--- config.mk ---
export PLATFORM = sky130hd
export DESIGN_NAME = core_load_controller
export DESIGN_NICKNAME = d
export VERILOG_FILES = /design/src/rtl/core_load_controller.sv
export SDC_FILE = /design/constraint.sdc
export NUM_CORES = 1
export LEC_CHECK = 0
export ABC_AREA = 1
export CAP_MARGIN = 5
export CORE_ASPECT_RATIO = 1.25
export CORE_MARGIN = 4
export CORE_UTILIZATION = 40
export CTS_CLUSTER_SIZE = 40
export DETAILED_ROUTE_END_ITERATION = 10
export SKIP_CTS_REPAIR_TIMING = 1
export SYNTH_ARGS = -nofsm -noshare
export SYNTH_HDL_FRONTEND = slang
export SYNTH_SLANG_ARGS = --single-unit
--- constraint.sdc ---
create_clock -name clk -period 3 [get_ports clk]
set_clock_uncertainty 0.2 [all_clocks]
set_input_delay 0.9 -clock clk [delete_from_list [all_inputs] [get_ports clk]]
set_output_delay 0.9 -clock clk [all_outputs]
set_load 0.1 [all_outputs]
--- src/rtl/core_load_controller.sv ---
// core_load_controller: loads a byte-streamed program into instruction memory, then runs and times the core
module core_load_controller #(
  parameter int          IMEM_ADDR_W    = 10,
  parameter logic [31:0] TIMEOUT_CYCLES = 32'd1000000
) (
  input  logic                   clk,
  input  logic                   rst,
  input  logic                   rx_valid,
  input  logic [7:0]             rx_data,
  output logic                   rx_ready,
  output logic                   imem_we,
  output logic [IMEM_ADDR_W-1:0] imem_addr,
  output logic [31:0]            imem_wdata,
  output logic                   core_start,
  input  logic                   core_end,
  input  logic                   done_ack,
  output logic                   done,
  output logic                   timeout,
  output logic                   overflow,
  output logic [31:0]            cycle_count,
  output logic [2:0]             state
);
  typedef enum logic [2:0] {HDR = 3'd0, BODY = 3'd1, FLUSH = 3'd2, RUN = 3'd3, DONE = 3'd4} state_t;
  state_t                 r_state;
  logic [1:0]             r_bidx;
  logic [23:0]            r_part;
  logic [31:0]            r_n;
  logic [31:0]            r_wi;
  logic                   r_we;
  logic [IMEM_ADDR_W-1:0] r_addr;
  logic [31:0]            r_wdata;
  logic                   r_to;
  logic                   r_ovf;
  logic [31:0]            r_cnt;
  logic                   w_take;
  logic                   w_last_byte;
  logic [31:0]            w_word;
  logic [31:0]            w_cnt_inc;
  logic                   w_fits;
  assign rx_ready    = (r_state == HDR) || (r_state == BODY);
  assign core_start  = (r_state == RUN);
  assign done        = (r_state == DONE);
  assign state       = r_state;
  assign imem_we     = r_we;
  assign imem_addr   = r_addr;
  assign imem_wdata  = r_wdata;
  assign timeout     = r_to;
  assign overflow    = r_ovf;
  assign cycle_count = r_cnt;
  assign w_take      = rx_valid && rx_ready;
  assign w_last_byte = w_take && (r_bidx == 2'd3);
  assign w_word      = {rx_data, r_part};
  assign w_cnt_inc   = (&r_cnt) ? r_cnt : r_cnt + 32'd1;
  assign w_fits      = (r_wi >> IMEM_ADDR_W) == 32'd0;
  // Load/run/done sequencer; byte assembly shifts LSB-first so the 4th byte lands on top
  always_ff @(posedge clk) begin
    if (rst) begin
      r_state <= HDR;
      r_bidx  <= 2'd0;
      r_part  <= 24'd0;
      r_n     <= 32'd0;
      r_wi    <= 32'd0;
      r_we    <= 1'b0;
      r_addr  <= '0;
      r_wdata <= 32'd0;
      r_to    <= 1'b0;
      r_ovf   <= 1'b0;
      r_cnt   <= 32'd0;
    end else begin
      r_we <= 1'b0;
      if (w_take) begin
        r_part <= {rx_data, r_part[23:8]};
        r_bidx <= r_bidx + 2'd1;
      end
      case (r_state)
        HDR: if (w_last_byte) begin
          r_n     <= w_word;
          r_wi    <= 32'd0;
          r_state <= (w_word == 32'd0) ? RUN : BODY;
        end
        BODY: if (w_last_byte) begin
          if (w_fits) begin
            r_we    <= 1'b1;
            r_addr  <= r_wi[IMEM_ADDR_W-1:0];
            r_wdata <= w_word;
          end else begin
            r_ovf <= 1'b1;
          end
          if (r_wi == r_n - 32'd1) r_state <= FLUSH;
          else r_wi <= r_wi + 32'd1;
        end
        FLUSH: r_state <= RUN;
        RUN: begin
          r_cnt <= w_cnt_inc;
          if (core_end) begin
            r_state <= DONE;
            r_to    <= 1'b0;
          end else if (TIMEOUT_CYCLES != 32'd0 && w_cnt_inc == TIMEOUT_CYCLES) begin
            r_state <= DONE;
            r_to    <= 1'b1;
          end
        end
        DONE: if (done_ack) begin
          r_state <= HDR;
          r_bidx  <= 2'd0;
          r_to    <= 1'b0;
          r_cnt   <= 32'd0;
          r_ovf   <= 1'b0;
        end
        default: begin
          r_state <= HDR;
          r_bidx  <= 2'd0;
          r_ovf   <= 1'b0;
        end
      endcase
    end
  end
endmodule

==> results of run 1 <==
[sequential cells by signal, summed over array words and instances (netlist names), 2 cells and up]
register and cells:
r_n 32, r_bidx 2, cycle_count 32, imem_addr 10, imem_wdata 32, r_wi 32, state 3, r_part 24
[final timing paths]
path / startpoint / to / cells past startpoint
hold / removal: imem_addr[7] / imem_addr[7] / 2
setup reg to reg: cycle_count[0] / state[0] / 17
hold reg to reg: imem_addr[7] / imem_addr[7] / 2
setup / recovery: state[1] / core_start / 3
[kinds of logic (layout without fill, tap and decap cells)]
group,count (synthesis),in the layout
AO/OA/AOI/OAI,228,228
XOR/XNOR,77,77
adder cells (fa/ha/maj),4,4
buffers and inverters,189,290
flip-flops,170,170
AND/OR/NAND/NOR,859,859
[critical path, stage by stage (launching register included)]
cell and delay [ns]:
dfxtp_2 0.40, inv_1 0.11, nor3_2 0.44, buf_12 0.24
[synthesized netlist by cell type (all sizes together)]
cell type and count:
nand2 391, nor2 292, dfxtp 170, inv 115, a21oi 113, nand3 92, o21ai 80, clkbuf 51
xor2 51, nor3 34, xnor2 26, a211oi 24, buf 23, nand4 20, nor4 18, nand3b 9
o21bai 8, ha 4, or2 2, a2bb2oi 1, nor3b 1, o211ai 1, o21ba 1
[layout make-up]
| class | instances | area, sq um |
|---|---|---|
| fillers | 2484 | 12200 |
| multi-input cells | 1168 | 5640 |
| flip-flops and latches | 170 | 3410 |
| repair buffers | 143 | 1180 |
| inverters | 115 | 432 |
| clock buffers | 17 | 425 |
| well taps | 325 | 407 |
| clock inverters | 15 | 215 |
[cells in the final DEF, fill, tap and decap left out, types with 6 or more instances in the layout]
cell / instances
o21bai_1: 8
a21oi_1: 111
o21ai_0: 79
nand2_2: 10
a211oi_1: 24
inv_1: 110
nand3_1: 86
nand3b_1: 9
dfxtp_1: 167
buf_4: 126
nor2_2: 9
nor2_1: 278
nor4_1: 18
nor3_1: 32
xnor2_1: 26
clkdlybuf4s50_1: 11
clkbuf_16: 17
nand2_1: 379
xor2_1: 51
nand4_1: 20
clkinv_8: 9
buf_12: 6
[metal layers]
metal	track usage (%)	part of all wire, %
met1	29.7	45
met2	39.5	49
met3	2.52	3.7
met4	8.28	2.9
met5	0	0
[report_power, final]
group          internal, W  switching, W
Clock              0.00115       0.00118
Sequential         0.00239      0.000153
Combinational     0.000706       0.00157
[stage by stage]
step	util, %	setup TNS, ns	instance area, sq um
after floorplan	-	-0.0836	9800
after global placement	46.3	0	11100
after detailed placement	46.3	0	11100
after CTS	49.0	0	11700
after global routing	49.0	0	11700
final	49.0	0	11700
==> flow_summary.yaml, run 1 <==
pwr:
  p_leak_nw: 4.83
  ir_drop_mv: 0.398
  p_per_area_nw_per_um2: 611
  total_power_w: 0.00715
logic_synthesis:
  synthMuxAreaShare_pct: 0
  synth_cells: 1527
  synth-xor-area-share_pct: 6.89
  synth_top_family_by_area: "simple AND/OR/NAND/NOR gates"
  synth_top_area_share_pct: 34.8
  ys_seq_area_share_pct: 34.8
  synth_fa_ha_area_share_pct: 0.511
  synthTopCellsByArea: "dfxtp_1, nand2_1, nor2_1"
  synth_top_cell_by_area: "dfxtp_1"
  ys_seq_elements: 170
  synth_compound_area_share_pct: 12.7
  syn_area_sq_um: 9790
  syn_nets: 1544
  avgSynthCellArea_sq_um: 6.41
  synth-simple-area-share_pct: 37.3
  yosysUniqueCellTypes: 35
  yosys_warnings: 0
floorplan:
  dieWidth_microns: 148
  dieArea_sq_um: 27100
  io_pins: 96
  die_y_microns: 183
  core_sq_um: 23900
  rows: 63
  initial_core_util_pct: 41.0
grt:
  grt_usage_pct: 22.9
  grt_max_degree: 91
  antenna_found_initial: 0
  grt_pass1_vias: 9378
  grt_pass1_wl_mm: 50.1
  grt-ovfl-total: 0
timing:
  holdWs_ns: 0.292
  post-route-period-util_pct: 91.0
  finalSetupViolCount: 0
  fin_ws_ns: 0.269
  slew_viol_final: 0
  slew_headroom_pct: 64.9
  hold_viol: 0
  worst_pin_slew_ns: 0.526
  period_minus_slack_ns: 2.73
  max_freq_mhz: 366
  rsz0062_at_grt: "false"
detailed_routing:
  wl_per_cell_microns: 15.9
  drt_first_iter_violations: 565
  vias_per_cell: 5.10
  via_count: 9969
  drc: 0
  wirelength_mm: 31.0
  dr.pass1.iters: 6
  ant_nets: 0
place:
  routabilityCongestion: 0.951
  port_buffers: 95
  post-place-cells: 1921
  place_worst_setup_slack_ns: 0.180
  hpwl_mm: 23.7
cells_and_area:
  nNetsFinal: 1632
  fin_cells: 1953
  drive_above_1_share_pct: 12.9
  diodes: 0
  area_delta_synth_final_pct: 19.5
worst_setup_path:
  worst_ep_arrival_time_ns: 1.63
  path_max_fanout: 4
  required_ns: 1.90
  critPathLaunchType: "register"
  critPathCaptureType: "primary output"
  critical_path_class: "register to primary output"
  reg2reg_slack_ns: 0.29
clock_network:
  cts_sinks: 170
  cts_tree: "built"
  cts-root-buf: "clkbuf_16"
  cts_buffers: 17
  insertion_delay_ns: 0.44
  cts.htree.levels: 4
  path_clk_slew_ns: 0.08
  clk_path_buf_depth: 2
worst_hold_path:
  hp-class: "register to register"
job:
  maxCapViolCount: 0
status:
  status: "finished clean"
No activity file was read; power rests on OpenSTA's default activity.
==> run 2, diff against run 1 <==
Settings changed: CORE_UTILIZATION 40 to 45, PLACE_DENSITY set to 0.65.
==> run 2 against run 1 <==
  * Clock power barely moved
  * Worst hold slack got worse by 0.0046 ns
  * Critical path type is now register to register
  * First-iteration DRC count rose by 28%
  * Critical path depth rose by 14
  * Power fell by 0.24%
  * Via count rose by 1.1%
  * Largest cell class unchanged
  * Sequential share of layout area rose by 0.26 points
  * Sequential cell count did not move
  * Register-to-register slack got worse by 0.08 ns
  * Fmax fell by 2.1%
  * Setup slack got worse by 0.058 ns
  * Die area fell by 11%
==> flow_summary.yaml, run 2 (synthesized netlist as in run 1, its figures left out) <==
status:
  status: "finished clean"
floorplan:
  dieWidth_microns: 140
  initial_core_util_pct: 45.6
  io_pins: 96
  die_y_microns: 173
  core_sq_um: 21500
  rows: 60
  dieArea_sq_um: 24200
pwr:
  ir_drop_mv: 0.457
  clkPwrFrac_pct: 32.6
  share_comb_of_total_power_pct: 31.9
  power.share.sequential_pct: 35.5
  swShare_pct: 40.3
  p_switching_w: 0.00288
  p_leak_nw: 4.81
  p_per_area_nw_per_um2: 615
  p_int_w: 0.00426
timing:
  holdWs_ns: 0.288
  rsz0062_at_grt: "false"
  max_freq_mhz: 359
  period_minus_slack_ns: 2.79
  hold_viol: 0
  worst_pin_slew_ns: 1.09
  fin_setup_tns_ns: 0
  post-route-period-util_pct: 93.0
  slew_viol_final: 0
  finalSetupViolCount: 0
  slew_headroom_pct: 27.4
worst_setup_path:
  worst_ep_arrival_time_ns: 2.86
  reg2reg_slack_ns: 0.21
  required_ns: 3.07
  crit_buf_inv: 2
  path_max_fanout: 33
  r2r_start: "r_n[0]"
  critPathLaunchType: "register"
  critical_path.top_delay_family: "simple AND/OR/NAND/NOR gates"
  timing.critical_path.mode_cell: "nand2_1"
  rr_worst_depth: 17
  slowest_delay_ns: 0.33
  critical_path_class: "register to register"
  critPathCaptureType: "register"
  rr_endpoint: "r_wi[19]"
  cpMaxStageDelayCell: "dfxtp_1"
  crit_chain: "inv_2 -> ha_1 -> nand2_2 -> nor2_4 -> nand2_2 -> nor2_1 -> nand2_1 -> nand2_1 -> inv_1 -> nor2_1 -> nand2_1 -> nor2_1 -> nand3_2 -> nand3_4 -> nand2_4 -> nand2_1 -> a21oi_1"
clock_network:
  cts_tree: "built"
  clk_path_buf_depth: 2
  path_clk_slew_ns: 0.08
  insertion_delay_ns: 0.45
  cts-root-buf: "clkbuf_16"
  cts_buffers: 17
  cts_sinks: 170
  cts.htree.levels: 4
grt:
  grt_pass1_wl_mm: 49.5
  antenna_found_initial: 0
  grt_usage_pct: 25.0
  grt_pass1_vias: 9450
  grt-ovfl-total: 0
  grt_max_degree: 91
place:
  hpwl_mm: 23.0
  port_buffers: 95
  routabilityCongestion: 0.933
cells_and_area:
  fin_util_pct: 54.0
  mostFrequentLayoutCells: "nand2_1, nor2_1, dfxtp_1, buf_4, a21oi_1"
  n_fill_cell: 2225
  drive_above_1_share_pct: 12.9
  layout_commonest_cell: "nand2_1"
  nNetsFinal: 1633
  area_delta_synth_final_pct: 18.5
  diodes: 0
detailed_routing:
  drc: 0
  wirelength_mm: 30.6
  ant_nets: 0
  via_count: 10076
  wl_per_cell_microns: 16.0
  dr.pass1.iters: 7
  vias_per_cell: 5.28
  drt_first_iter_violations: 724
worst_hold_path:
  hp-class: "register to register"
  hold_depth: 2
  min_from: "r_n[30]"
  min_to: "r_n[30]"
job:
  maxCapViolCount: 0
[run 2: routing by layer]
layer / track usage [%] / share of wire [%] / vias to the layer above
li1: - / - / 5114
met1: 32.1 / 43 / 4602
met3: 2.85 / 4.9 / 59
met2: 43.2 / 49 / 301
met4: 9.01 / 3.1 / 0
met5: 0 / 0 / -
[run 2: power by group through the flow]
stage	combinational (W)	sequential, W	clock (W)
floorplan	0.00158	0.00268	0
global placement	0.00224	0.00258	0
detailed placement	0.00227	0.00259	0
CTS	0.00228	0.00253	0.00237
global route	0.00254	0.00255	0.00246
finish	0.00227	0.00254	0.00232
[run 2: metrics by stage]
step	instances	area (sq um)	worst slack [ns]	total power, W
floorplan	1527	9800	-0.0836	0.00426
global placement	1876	11000	0.171	0.00483
detailed placement	1876	11000	0.135	0.00485
CTS	1908	11600	0.207	0.00718
global route	1908	11600	0.000346	0.00755
finish	1908	11600	0.211	0.00713
[run 2: layout make-up]
| type | count | area, sq um | share of cell area (%) |
|---|---|---|---|
| multi-input cells | 1168 | 5630 | 48.6 |
| repair buffers | 144 | 1150 | 9.88 |
| clock inverters | 15 | 208 | 1.79 |
| clock buffers | 17 | 425 | 3.67 |
| well taps | 279 | 349 | 3.01 |
| flip-flops and latches | 170 | 3410 | 29.4 |
| inverters | 115 | 432 | 3.72 |
[run 2: worst max-delay path by stage]
stage	from	endpoint	slack, ns	cells past startpoint
global route	r_n[0]	r_wi[12]	0.0003	17
global placement	rx_valid	r_wi[1]	0.17	10
finish	r_n[0]	r_wi[19]	0.21	17
floorplan	state[0]	core_start	-0.08	3
CTS	state[1]	core_start	0.21	4
detailed placement	rx_data[3]	state[1]	0.14	6
[run 2: worst register-to-register path, cell delays in order (launching register included)]
cell and delay [ns]:
dfxtp_1 0.33, inv_2 0.09, ha_1 0.21, nand2_2 0.12, nor2_4 0.27, nand2_2 0.11
nor2_1 0.13, nand2_1 0.06, nand2_1 0.07, inv_1 0.03, nor2_1 0.08, nand2_1 0.06
nor2_1 0.16, nand3_2 0.14, nand3_4 0.11, nand2_4 0.22, nand2_1 0.16, a21oi_1 0.08
